`src/rtl/uart_frame_rx.sv`:
```
// 8N1 UART receiver that streams bytes into a frame RAM write port with wrap and frame-done flag.
// Optional idle-timeout frame resync is enabled by defining UART_FRAME_TIMEOUT_EN.
module uart_frame_rx #(
  parameter int CLKS_PER_BIT    = 1085,
  parameter int BYTES_PER_FRAME = 9216,
  parameter int ADDR_W          = 15,
  parameter int TIMEOUT_CLKS    = 62500000
) (
  input  logic              i_Clk,
  input  logic              i_Rst,
  input  logic              i_Rx,
  output logic              o_Wr_En,
  output logic [ADDR_W-1:0] o_Wr_Addr,
  output logic [7:0]        o_Wr_Data,
  output logic              o_Frame_Done,
  output logic              o_Frame_Err,
  output logic              o_Busy
);

  localparam int CNT_W = (CLKS_PER_BIT > 1) ? $clog2(CLKS_PER_BIT) : 1;
  localparam logic [CNT_W-1:0]  HALF_CNT  = CNT_W'(CLKS_PER_BIT / 2);
  localparam logic [CNT_W-1:0]  LAST_CNT  = CNT_W'(CLKS_PER_BIT - 1);
  localparam logic [ADDR_W-1:0] LAST_ADDR = ADDR_W'(BYTES_PER_FRAME - 1);

  typedef enum logic [2:0] {
    S_IDLE,
    S_START,
    S_DATA,
    S_STOP,
    S_BREAK
  } state_t;

  state_t            state;
  logic              rx_meta;
  logic              rx_sync;
  logic [CNT_W-1:0]  clk_cnt;
  logic [2:0]        bit_idx;
  logic [7:0]        shift;
  logic [ADDR_W-1:0] addr;

`ifdef UART_FRAME_TIMEOUT_EN
  localparam int TO_W = $clog2(TIMEOUT_CLKS + 1);
  localparam logic [TO_W-1:0] TO_LAST = TO_W'(TIMEOUT_CLKS - 1);
  logic [TO_W-1:0] to_cnt;
`endif

  // Synchroniser resets to the idle-high line level so reset release is not seen as a start bit.
  always_ff @(posedge i_Clk or posedge i_Rst) begin
    if (i_Rst) begin
      rx_meta <= 1'b1;
      rx_sync <= 1'b1;
    end else begin
      rx_meta <= i_Rx;
      rx_sync <= rx_meta;
    end
  end

  always_ff @(posedge i_Clk or posedge i_Rst) begin
    if (i_Rst) begin
      state        <= S_IDLE;
      clk_cnt      <= '0;
      bit_idx      <= '0;
      shift        <= '0;
      addr         <= '0;
      o_Wr_En      <= 1'b0;
      o_Wr_Addr    <= '0;
      o_Wr_Data    <= '0;
      o_Frame_Done <= 1'b0;
      o_Frame_Err  <= 1'b0;
      o_Busy       <= 1'b0;
`ifdef UART_FRAME_TIMEOUT_EN
      to_cnt       <= '0;
`endif
    end else begin
      o_Wr_En      <= 1'b0;
      o_Frame_Done <= 1'b0;
      o_Frame_Err  <= 1'b0;

      case (state)
        S_IDLE: begin
          clk_cnt <= '0;
          bit_idx <= '0;
          if (!rx_sync) begin
            state  <= S_START;
            o_Busy <= 1'b1;
          end
        end

        // Re-check the line at mid start bit to reject short low glitches.
        S_START: begin
          if (clk_cnt == HALF_CNT) begin
            clk_cnt <= '0;
            if (!rx_sync) begin
              state <= S_DATA;
            end else begin
              state  <= S_IDLE;
              o_Busy <= 1'b0;
            end
          end else begin
            clk_cnt <= clk_cnt + 1'b1;
          end
        end

        S_DATA: begin
          if (clk_cnt == LAST_CNT) begin
            clk_cnt <= '0;
            shift   <= {rx_sync, shift[7:1]};
            bit_idx <= bit_idx + 3'd1;
            if (bit_idx == 3'd7) begin
              state <= S_STOP;
            end
          end else begin
            clk_cnt <= clk_cnt + 1'b1;
          end
        end

        S_STOP: begin
          if (clk_cnt == LAST_CNT) begin
            clk_cnt <= '0;
            if (rx_sync) begin
              o_Wr_En   <= 1'b1;
              o_Wr_Data <= shift;
              o_Wr_Addr <= addr;
              state     <= S_IDLE;
              o_Busy    <= 1'b0;
`ifdef UART_FRAME_TIMEOUT_EN
              to_cnt    <= '0;
`endif
              if (addr == LAST_ADDR) begin
                o_Frame_Done <= 1'b1;
                addr         <= '0;
              end else begin
                addr <= addr + 1'b1;
              end
            end else begin
              o_Frame_Err <= 1'b1;
              state       <= S_BREAK;
            end
          end else begin
            clk_cnt <= clk_cnt + 1'b1;
          end
        end

        // Wait out a held-low line so a break produces a single error.
        S_BREAK: begin
          if (rx_sync) begin
            state  <= S_IDLE;
            o_Busy <= 1'b0;
          end
        end

        default: begin
          state  <= S_IDLE;
          o_Busy <= 1'b0;
        end
      endcase

`ifdef UART_FRAME_TIMEOUT_EN
      // A long idle gap mid-frame means bytes were lost; restart the frame at address 0.
      if (state == S_IDLE && addr != '0) begin
        if (to_cnt == TO_LAST) begin
          addr   <= '0;
          to_cnt <= '0;
        end else begin
          to_cnt <= to_cnt + 1'b1;
        end
      end
`endif
    end
  end

endmodule
```
`config.mk`:
```
export PLATFORM = sky130hd
export DESIGN_NAME = uart_frame_rx
export DESIGN_NICKNAME = d
export VERILOG_FILES = /design/src/rtl/uart_frame_rx.sv
export SDC_FILE = /design/constraint.sdc
export NUM_CORES = 1
export LEC_CHECK = 0
export CAP_MARGIN = 20
export CORE_ASPECT_RATIO = 0.75
export CORE_MARGIN = 5
export CORE_UTILIZATION = 53
export CTS_BUF_LIST = sky130_fd_sc_hd__clkbuf_4 sky130_fd_sc_hd__clkbuf_8
export DETAILED_ROUTE_END_ITERATION = 10
export PLACE_DENSITY_LB_ADDON = 0.05
export SETUP_SLACK_MARGIN = 0.15
export SLEW_MARGIN = 20
export SYNTH_ARGS = -nofsm -noshare
export SYNTH_HDL_FRONTEND = slang
export SYNTH_SLANG_ARGS = --single-unit
```
`constraint.sdc`:
```
create_clock -name i_Clk -period 1.85 [get_ports i_Clk]
set_input_delay 0.185 -clock i_Clk [delete_from_list [all_inputs] [get_ports i_Clk]]
set_output_delay 0.185 -clock i_Clk [all_outputs]
set_load 0.02 [all_outputs]
```
Yosys cells after proc, flatten, opt, wreduce, memory -nomap -nowiden:

Cells that the tools add are included.

* word-level logic and storage cells: 70
* bits in registers: 69

* eq/ne operators: 14
* bitwise operators: 1
* add/sub/neg operators: 3
* mux-type cells: 30
* reductions and logical operators: 9

Operators with widths (number)
* $pmux W11 S3: 1
* $mux W3: 8
* $mux W11: 2
* $add A15 B1 Y15 const B: 1
* $eq A15 B14 Y1 const B: 1
* $mux W15: 1
* $pmux W3 S5: 1
* $mux W1: 14
* $ne A2 B2 Y1 const B: 6
* $add A11 B1 Y11 const B: 1
* $eq A11 B10 Y1 const B: 1
* $eq A11 B11 Y1 const B: 1
* $eq A3 B2 Y1 const B: 2
* $eq A3 B3 Y1 const B: 2
* $pmux W3 S2: 1
* $reduce_and A6 Y1: 1
* $pmux W1 S5: 1
* $reduce_and A2 Y1: 2
* $reduce_and A4 Y1: 1
* $add A3 B1 Y3 const B: 1
* $eq A3 B1 Y1 const B: 1
* $logic_not A3 Y1: 1
* $reduce_and A3 Y1: 1
* $reduce_bool A3 Y1: 1
* other kinds (4): 4

Depth between registers and ports, before layout:

Gate-level depths: netlist (run 1).

* depth in word-level cells: 5
* mapped depth: 9
* mapped depth without buffers: 7

Worst setup path after synthesis (run 1):

No wires, ideal clock.

* kind: reg2reg
* start: register clk_cnt[0]
* end: register shift[0]
* data arrival time: 1.835 ns
* buffers on the path: 1
* clock period less this slack: 1.959 ns
* path slack: -0.109 ns
* cell stages (with the launch flop): 8
* cells stage by stage: dfrtp_1 inv_1 ha_1 nand3b_1 or3_1 nor3_2 buf_4 mux2_2

* cells in the longest elaborated chain, start to end: 2

RTL lines
* start, declared: RTL line 36 `logic [CNT_W-1:0] clk_cnt;`
* start signal, assigned: RTL line 100 `clk_cnt <= clk_cnt + 1'b1;`
* start signal, assigned: RTL line 113 `clk_cnt <= clk_cnt + 1'b1;`
* start signal, assigned: RTL line 140 `clk_cnt <= clk_cnt + 1'b1;`
* $eq A11 B11 Y1: RTL line 105 `if (clk_cnt == LAST_CNT) begin`
* $reduce_and A2 Y1 (no line)
* end signal, assigned: RTL line 107 `shift <= {rx_sync, shift[7:1]};`
* end, declared: RTL line 38 `logic [7:0] shift;`

No other way between the ends.
A chain may end at the register's enable or synchronous reset.

Worst setup path in the final report (run 1):

* start: register clk_cnt[6]
* end: register shift[7]

The elaborated chain is that of the path after synthesis.

==> results of run 1 <==
[layout make-up]
cell class	count	area, um2
Sequential cell	69	1729
Multi-Input combinational cell	218	1519
Fill cell	393	1301
Timing Repair Buffer	94	867.1
Clock buffer	11	151.4
Tap cell	78	97.59
Clock inverter	5	81.33
Inverter	4	18.77
[flip-flops by register name, summed over array words and instances, names as in the netlist]
| signal | flops |
|---|---|
| addr | 15 |
| o_Frame_Done | 1 |
| o_Wr_Addr | 15 |
| rx_meta | 1 |
| o_Frame_Err | 1 |
| rx_sync | 1 |
| shift | 8 |
| o_Wr_En | 1 |
| clk_cnt | 11 |
| o_Wr_Data | 8 |
| o_Busy | 1 |
| state | 3 |
| bit_idx | 3 |
[layer usage]
| layer | global-route usage, % | part of all wire (%) | vias up |
|---|---|---|---|
| met4 | 7.367 | 2.3 | 0 |
| met5 | 0 | 0 | - |
| met1 | 29.95 | 48 | 1247 |
| met3 | 6.130 | 5.6 | 17 |
| met2 | 28.27 | 44 | 78 |
| li1 | - | - | 1227 |
[power by group through the flow]
stage	registers, mW	logic [mW]	clock network, mW
2_1_floorplan	1.54	0.0255	0
3_3_place_gp	1.54	0.0472	0
3_5_place_dp	1.54	0.0477	0
4_1_cts	1.51	0.0477	1.45
5_1_grt	1.51	0.0538	1.52
6_report	1.51	0.0451	1.43
[worst max-delay path: cells and delay by family (launching register included)]
kind	cells	cell delay, ps
buffers and inverters	1	170
muxes	1	300
DFF	1	380
and+or+nand+nor	3	1010
[logic make-up after synthesis]
logic type      count (synthesis)  share of synthesized area [%]
simple gates                  155                          24.33
flops                          69                          55.66
compound gates                 35                          7.370
buf+inv                        18                          3.181
xor+xnor                       11                          3.101
mux                            11                          3.947
fa+ha+maj                       6                          2.416
[stage by stage]
| step | total power [mW] | hold slack [ps] | utilization (%) |
|---|---|---|---|
| 5_1_grt | 3.087 | 221.9 | 77.43 |
| 2_1_floorplan | 1.568 | 189.5 | - |
| 3_5_place_dp | 1.590 | 355.1 | 65.97 |
| 3_3_place_gp | 1.589 | 346.9 | 65.97 |
| 6_report | 2.984 | 238.3 | 77.43 |
| 4_1_cts | 3.013 | 231.9 | 74.31 |
[final timing paths]
check | to | slack [ps] | depth (start not counted)
max | shift[7]$_DFFE_PP0P_ | -110 | 5
min | rx_meta$_DFF_PP1_ | 240 | 1
max reg2reg | shift[7]$_DFFE_PP0P_ | -110 | 5
min reg2reg | rx_sync$_DFF_PP1_ | 360 | 0
max in group asynchronous | rx_sync$_DFF_PP1_ | 1250 | 3
min in group asynchronous | shift[5]$_DFFE_PP0P_ | 260 | 3
[Yosys cell counts (all sizes together)]
cell / count
inv: 4
and2: 1
nor2: 17
nor3b: 2
a211oi: 1
ha: 6
xor2: 4
o21ai: 10
buf: 8
or4: 1
a21o: 5
nand4: 6
mux2i: 1
nand3b: 3
a21oi: 7
nand4b: 2
a22o: 6
nand2: 85
xnor2: 7
a211o: 1
clkbuf: 6
a31oi: 1
nor3: 4
o31ai: 2
nand4bb: 1
o41ai: 1
and3: 5
or3: 3
nor4b: 1
dfstp: 2
o21bai: 1
and4: 1
nor4bb: 2
mux2: 10
nand3: 14
nor4: 4
dfrtp: 67
nand2b: 3
[repair_timing]
action                                  in CTS  in global routing
resized for setup                           50                 31
pin swaps                                   17                 12
endpoints found under the setup margin      62                 65
cloned                                       3                  0
setup buffers                                8                  5
==> metrics.txt, run 1 <==
crit-path most repeated cell or3_4; most common library cell in the layout ignoring fill and taps nand2_1; Synth cell types 47; CTS tree built; Area growth syn-to-layout 43.70%; cell area after synthesis 0.003107 mm2; Initial Util 53.88%; final hold violations 0; clock share of power 47.8%; Hold-fix buffers, CTS 0; status finished with violations; Antenna Cells 0; worst r2r src clk_cnt[6]$_DFFE_PP0P_; Clock Skews 8.526 ps; clock latency on the worst-skew pair 350 ps; fin crit period 1963 ps; Layout Nets 405; Placed Area 0.003804 mm2; fmax 509.4 MHz; DP HPWL 4481 um; crit path DAT 2200 ps; crit-path max FO 5; vias in the first global route 2484; TritonRoute pass-1 iters 4; post-synth net total 314; WL/cell 15.39 um; cell chain of the critical path or3_4 -> or3_4 -> nor3_4 -> buf_6 -> mux2_4; largest net degree at the start of global routing 70; Critical Path Start Type flip-flop; required time worst endpoint 2090 ps; final worst slack -112.9 ps; min-delay worst type in -> reg; net switching power 0.6264 mW; sequential area share after synthesis 55.66%; Switching Share 20.99%; via/cell ratio 5.363; PD cells 668.3 mW/mm2; Hold Crit Start i_Rx; Final Cell Area 0.004464 mm2; Overall Global Routing Usage 20.32%; maxcap violations 0; initial antenna violation count 0; final period utilization 106.1%; Leak 2.157 nW; syn_area_per_cell 10.19 um2; Core Rows 24; Final Setup Violations 49; clock-pin transition on the worst setup and hold timing paths 80 ps; gr ovfl total 0; core area 0.005766 mm2; power share of the sequential group 50.7%; worst slew pin tran 434.9 ps; Die Height 76.31 um; Cells after DPL 447; CTS Buffer Depth 2; Clock Sink Count 69; htree depth 3; most frequent cells in the layout nand2_1 (75), dfrtp_1 (67), buf_4 (44); layout cells sized above 1 33.42%; CP max stage cell or3_4; Largest stage delay, worst path 420 ps; Ports 30; Final Non-Filler Cells 479; Critical path origin clk_cnt[6]$_DFFE_PP0P_; Ys Warns 0; Post-Synthesis Cells 305; drt initial violations 186; antenna-violating nets left 0; Post-Place Worst Slack -108.9 ps; Die X 98.41 um; global-route wire length before repair 12140 um; FF+latch count, synth 69; Die ar. 0.007509 mm2; synth top area cells dfrtp_1 (54%), nand2_1 (10%), mux2_2 (3.6%); failing checks negative setup slack; drt total wl 7374 um; Synth top area share 53.97%; Fin Setup TNS -2156 ps; Crit Path Class reg -> reg; RSZ-0062 raised after global routing yes; maximum VDD drop 527.3 uV; CTS Buf Count 9; Combinational Power Share 1.5%; CTS root buffer clkbuf_8; DR DRC count 0; final max-slew violation count 0; Cell Int Power 2.357 mW; routability cong. 0.7997; I/O Buffers 29; via count 2569; Setup crit end kind flip-flop; largest area contributor in the netlist dfrtp_1; relative slew slack 70.94%
No activity file was read; power rests on OpenSTA's default activity.
==> inputs of run 2 (changes only) <==
Settings changed: MAX_ROUTING_LAYER from default to met4.
==> metrics.txt, run 2 (synthesis gave the netlist of run 1 again) <==
largest net degree at the start of global routing 70 (unchanged); DP HPWL 4481 um (unchanged); DR DRC count 0 (unchanged); Final Setup Violations 49 (unchanged); Cell Int Power 2.357 mW (about the same); Ports 30 (unchanged); clock share of power 47.8% (about the same); layout cells sized above 1 33.42% (unchanged); htree depth 3 (unchanged); Switching Share 20.98% (about the same); net switching power 0.6260 mW (about the same); crit path DAT 2200 ps (about the same); worst slew pin tran 434.6 ps (-0.2838 ps); CTS Buf Count 9 (unchanged); status finished with violations; CTS Buffer Depth 2 (unchanged); vias in the first global route 2484 (unchanged); relative slew slack 70.96% (about the same); antenna-violating nets left 0 (unchanged); Die ar. 0.007509 mm2 (unchanged); Hold WS 241.4 ps (+3.069 ps); CTS root buffer clkbuf_8; fmax 508.7 MHz (-0.14%); gr ovfl total 0 (unchanged); clock-pin transition on the worst setup and hold timing paths 80 ps (about the same); via count 2581 (+0.47%); PD cells 668.3 mW/mm2 (about the same); Critical Path Start Type flip-flop; final hold violations 0 (unchanged); drt initial violations 174 (-6.5%); CTS tree built; power share of the sequential group 50.7% (about the same); most common library cell in the layout ignoring fill and taps nand2_1; Initial Util 53.88% (unchanged); clock latency on the worst-skew pair 350 ps (about the same); Final Non-Filler Cells 479 (unchanged); Antenna Cells 0 (unchanged); global-route wire length before repair 12100 um (-0.35%); routability cong. 0.8112 (+1.4%); Top Registers addr x15, o_Wr_Addr x15, clk_cnt x11; maximum VDD drop 525.0 uV (-0.43%); TritonRoute pass-1 iters 4 (unchanged); Core Rows 24 (unchanged); Cells after DPL 447 (unchanged); initial antenna violation count 0 (unchanged); Area growth syn-to-layout 43.70% (unchanged); fin crit period 1966 ps (+2.729 ps); final period utilization 106.3% (+0.15 points); Die Height 76.31 um (unchanged); Leak 2.157 nW (unchanged); final worst slack -115.7 ps (-2.729 ps); most frequent cells in the layout nand2_1 (75), dfrtp_1 (67), buf_4 (44); Combinational Power Share 1.5% (about the same); failing checks negative setup slack; Crit Path Class reg -> reg; RSZ-0062 raised after global routing yes; Setup crit end kind flip-flop; final max-slew violation count 0 (unchanged); required time worst endpoint 2080 ps (about the same); crit-path max FO 5 (unchanged); Clock Sink Count 69 (unchanged); Overall Global Routing Usage 20.86% (+0.54 points); min-delay worst type in -> reg; maxcap violations 0 (unchanged); I/O Buffers 29 (unchanged); Die X 98.41 um (unchanged); via/cell ratio 5.388 (+0.47%); Layout Nets 405 (unchanged); Clock Skews 8.564 ps (+0.03744 ps); drt total wl 7362 um (-0.16%); WL/cell 15.37 um (-0.16%); core area 0.005766 mm2 (unchanged)
==> run 2: cell counts in the layout (fill, tap and decap cells not counted) <==
No cell type changed its count.
==> run 2: power groups by stage <==
| stage | logic, mW | registers, mW | clock network, mW |
|---|---|---|---|
| 6_report | 0.0450 | 1.51 | 1.43 |
| 5_1_grt | 0.0538 | 1.51 | 1.52 |
| 4_1_cts | 0.0477 | 1.51 | 1.45 |
| 3_5_place_dp | 0.0477 | 1.54 | 0 |
| 3_3_place_gp | 0.0472 | 1.54 | 0 |
| 2_1_floorplan | 0.0255 | 1.54 | 0 |
==> run 2: path summary, 6_finish.rpt <==
path,startpoint,end,slack [ps],depth (start not counted)
worst max-delay path,clk_cnt[6]$_DFFE_PP0P_,shift[7]$_DFFE_PP0P_,-120,5
worst min-delay path,i_Rx,rx_meta$_DFF_PP1_,240,1
worst max register to register,clk_cnt[6]$_DFFE_PP0P_,shift[7]$_DFFE_PP0P_,-120,5
worst min register to register,rx_meta$_DFF_PP1_,rx_sync$_DFF_PP1_,360,0
max in group asynchronous,i_Rst,rx_sync$_DFF_PP1_,1240,3
min in group asynchronous,i_Rst,bit_idx[1]$_DFFE_PP0P_,270,3
==> run 2: timing repair <==
item / 4_1_cts / 5_1_grt
buffers inserted: 8 / 5
pin swaps: 17 / 12
gates resized for setup: 50 / 31
cloned: 3 / 0
endpoints found under the setup margin: 62 / 65
hold buffers: 0 / 0
==> run 2: critical path, stage by stage, from the launching register on <==
cell and delay [ps]:
dfrtp_1 380, or3_4 420, or3_4 420, nor3_4 180, buf_6 170, mux2_4 300
==> run 2: cell type report <==
type | instances | area, um2
fill | 393 | 1301
tap | 78 | 97.59
multi-input combinational | 218 | 1519
inverter | 4 | 18.77
clock inverter | 5 | 81.33
clock buffer | 11 | 151.4
timing repair buffer | 94 | 867.1
sequential | 69 | 1729
==> run 2: layer usage <==
metal  vias up  global-route usage, %  wire length, um
met5         -                      -                0
met4         0                  7.776              157
met3        16                  5.489              346
met2        67                  28.21             3274
met1      1270                  30.13             3584
li1       1228                      -                -
==> run 2: per-stage QoR <==
stage / TNS (ps) / setup WS [ps] / power (mW) / area [um2] / util, %
2_1_floorplan: -994.5 / -83.01 / 1.568 / 3119 / -
3_3_place_gp: -1477 / -62.89 / 1.589 / 3804 / 65.97
3_5_place_dp: -2729 / -108.9 / 1.590 / 3804 / 65.97
4_1_cts: -1239 / -83.87 / 3.013 / 4284 / 74.31
5_1_grt: -6770 / -183.1 / 3.085 / 4464 / 77.43
6_report: -2171 / -115.7 / 2.983 / 4464 / 77.43
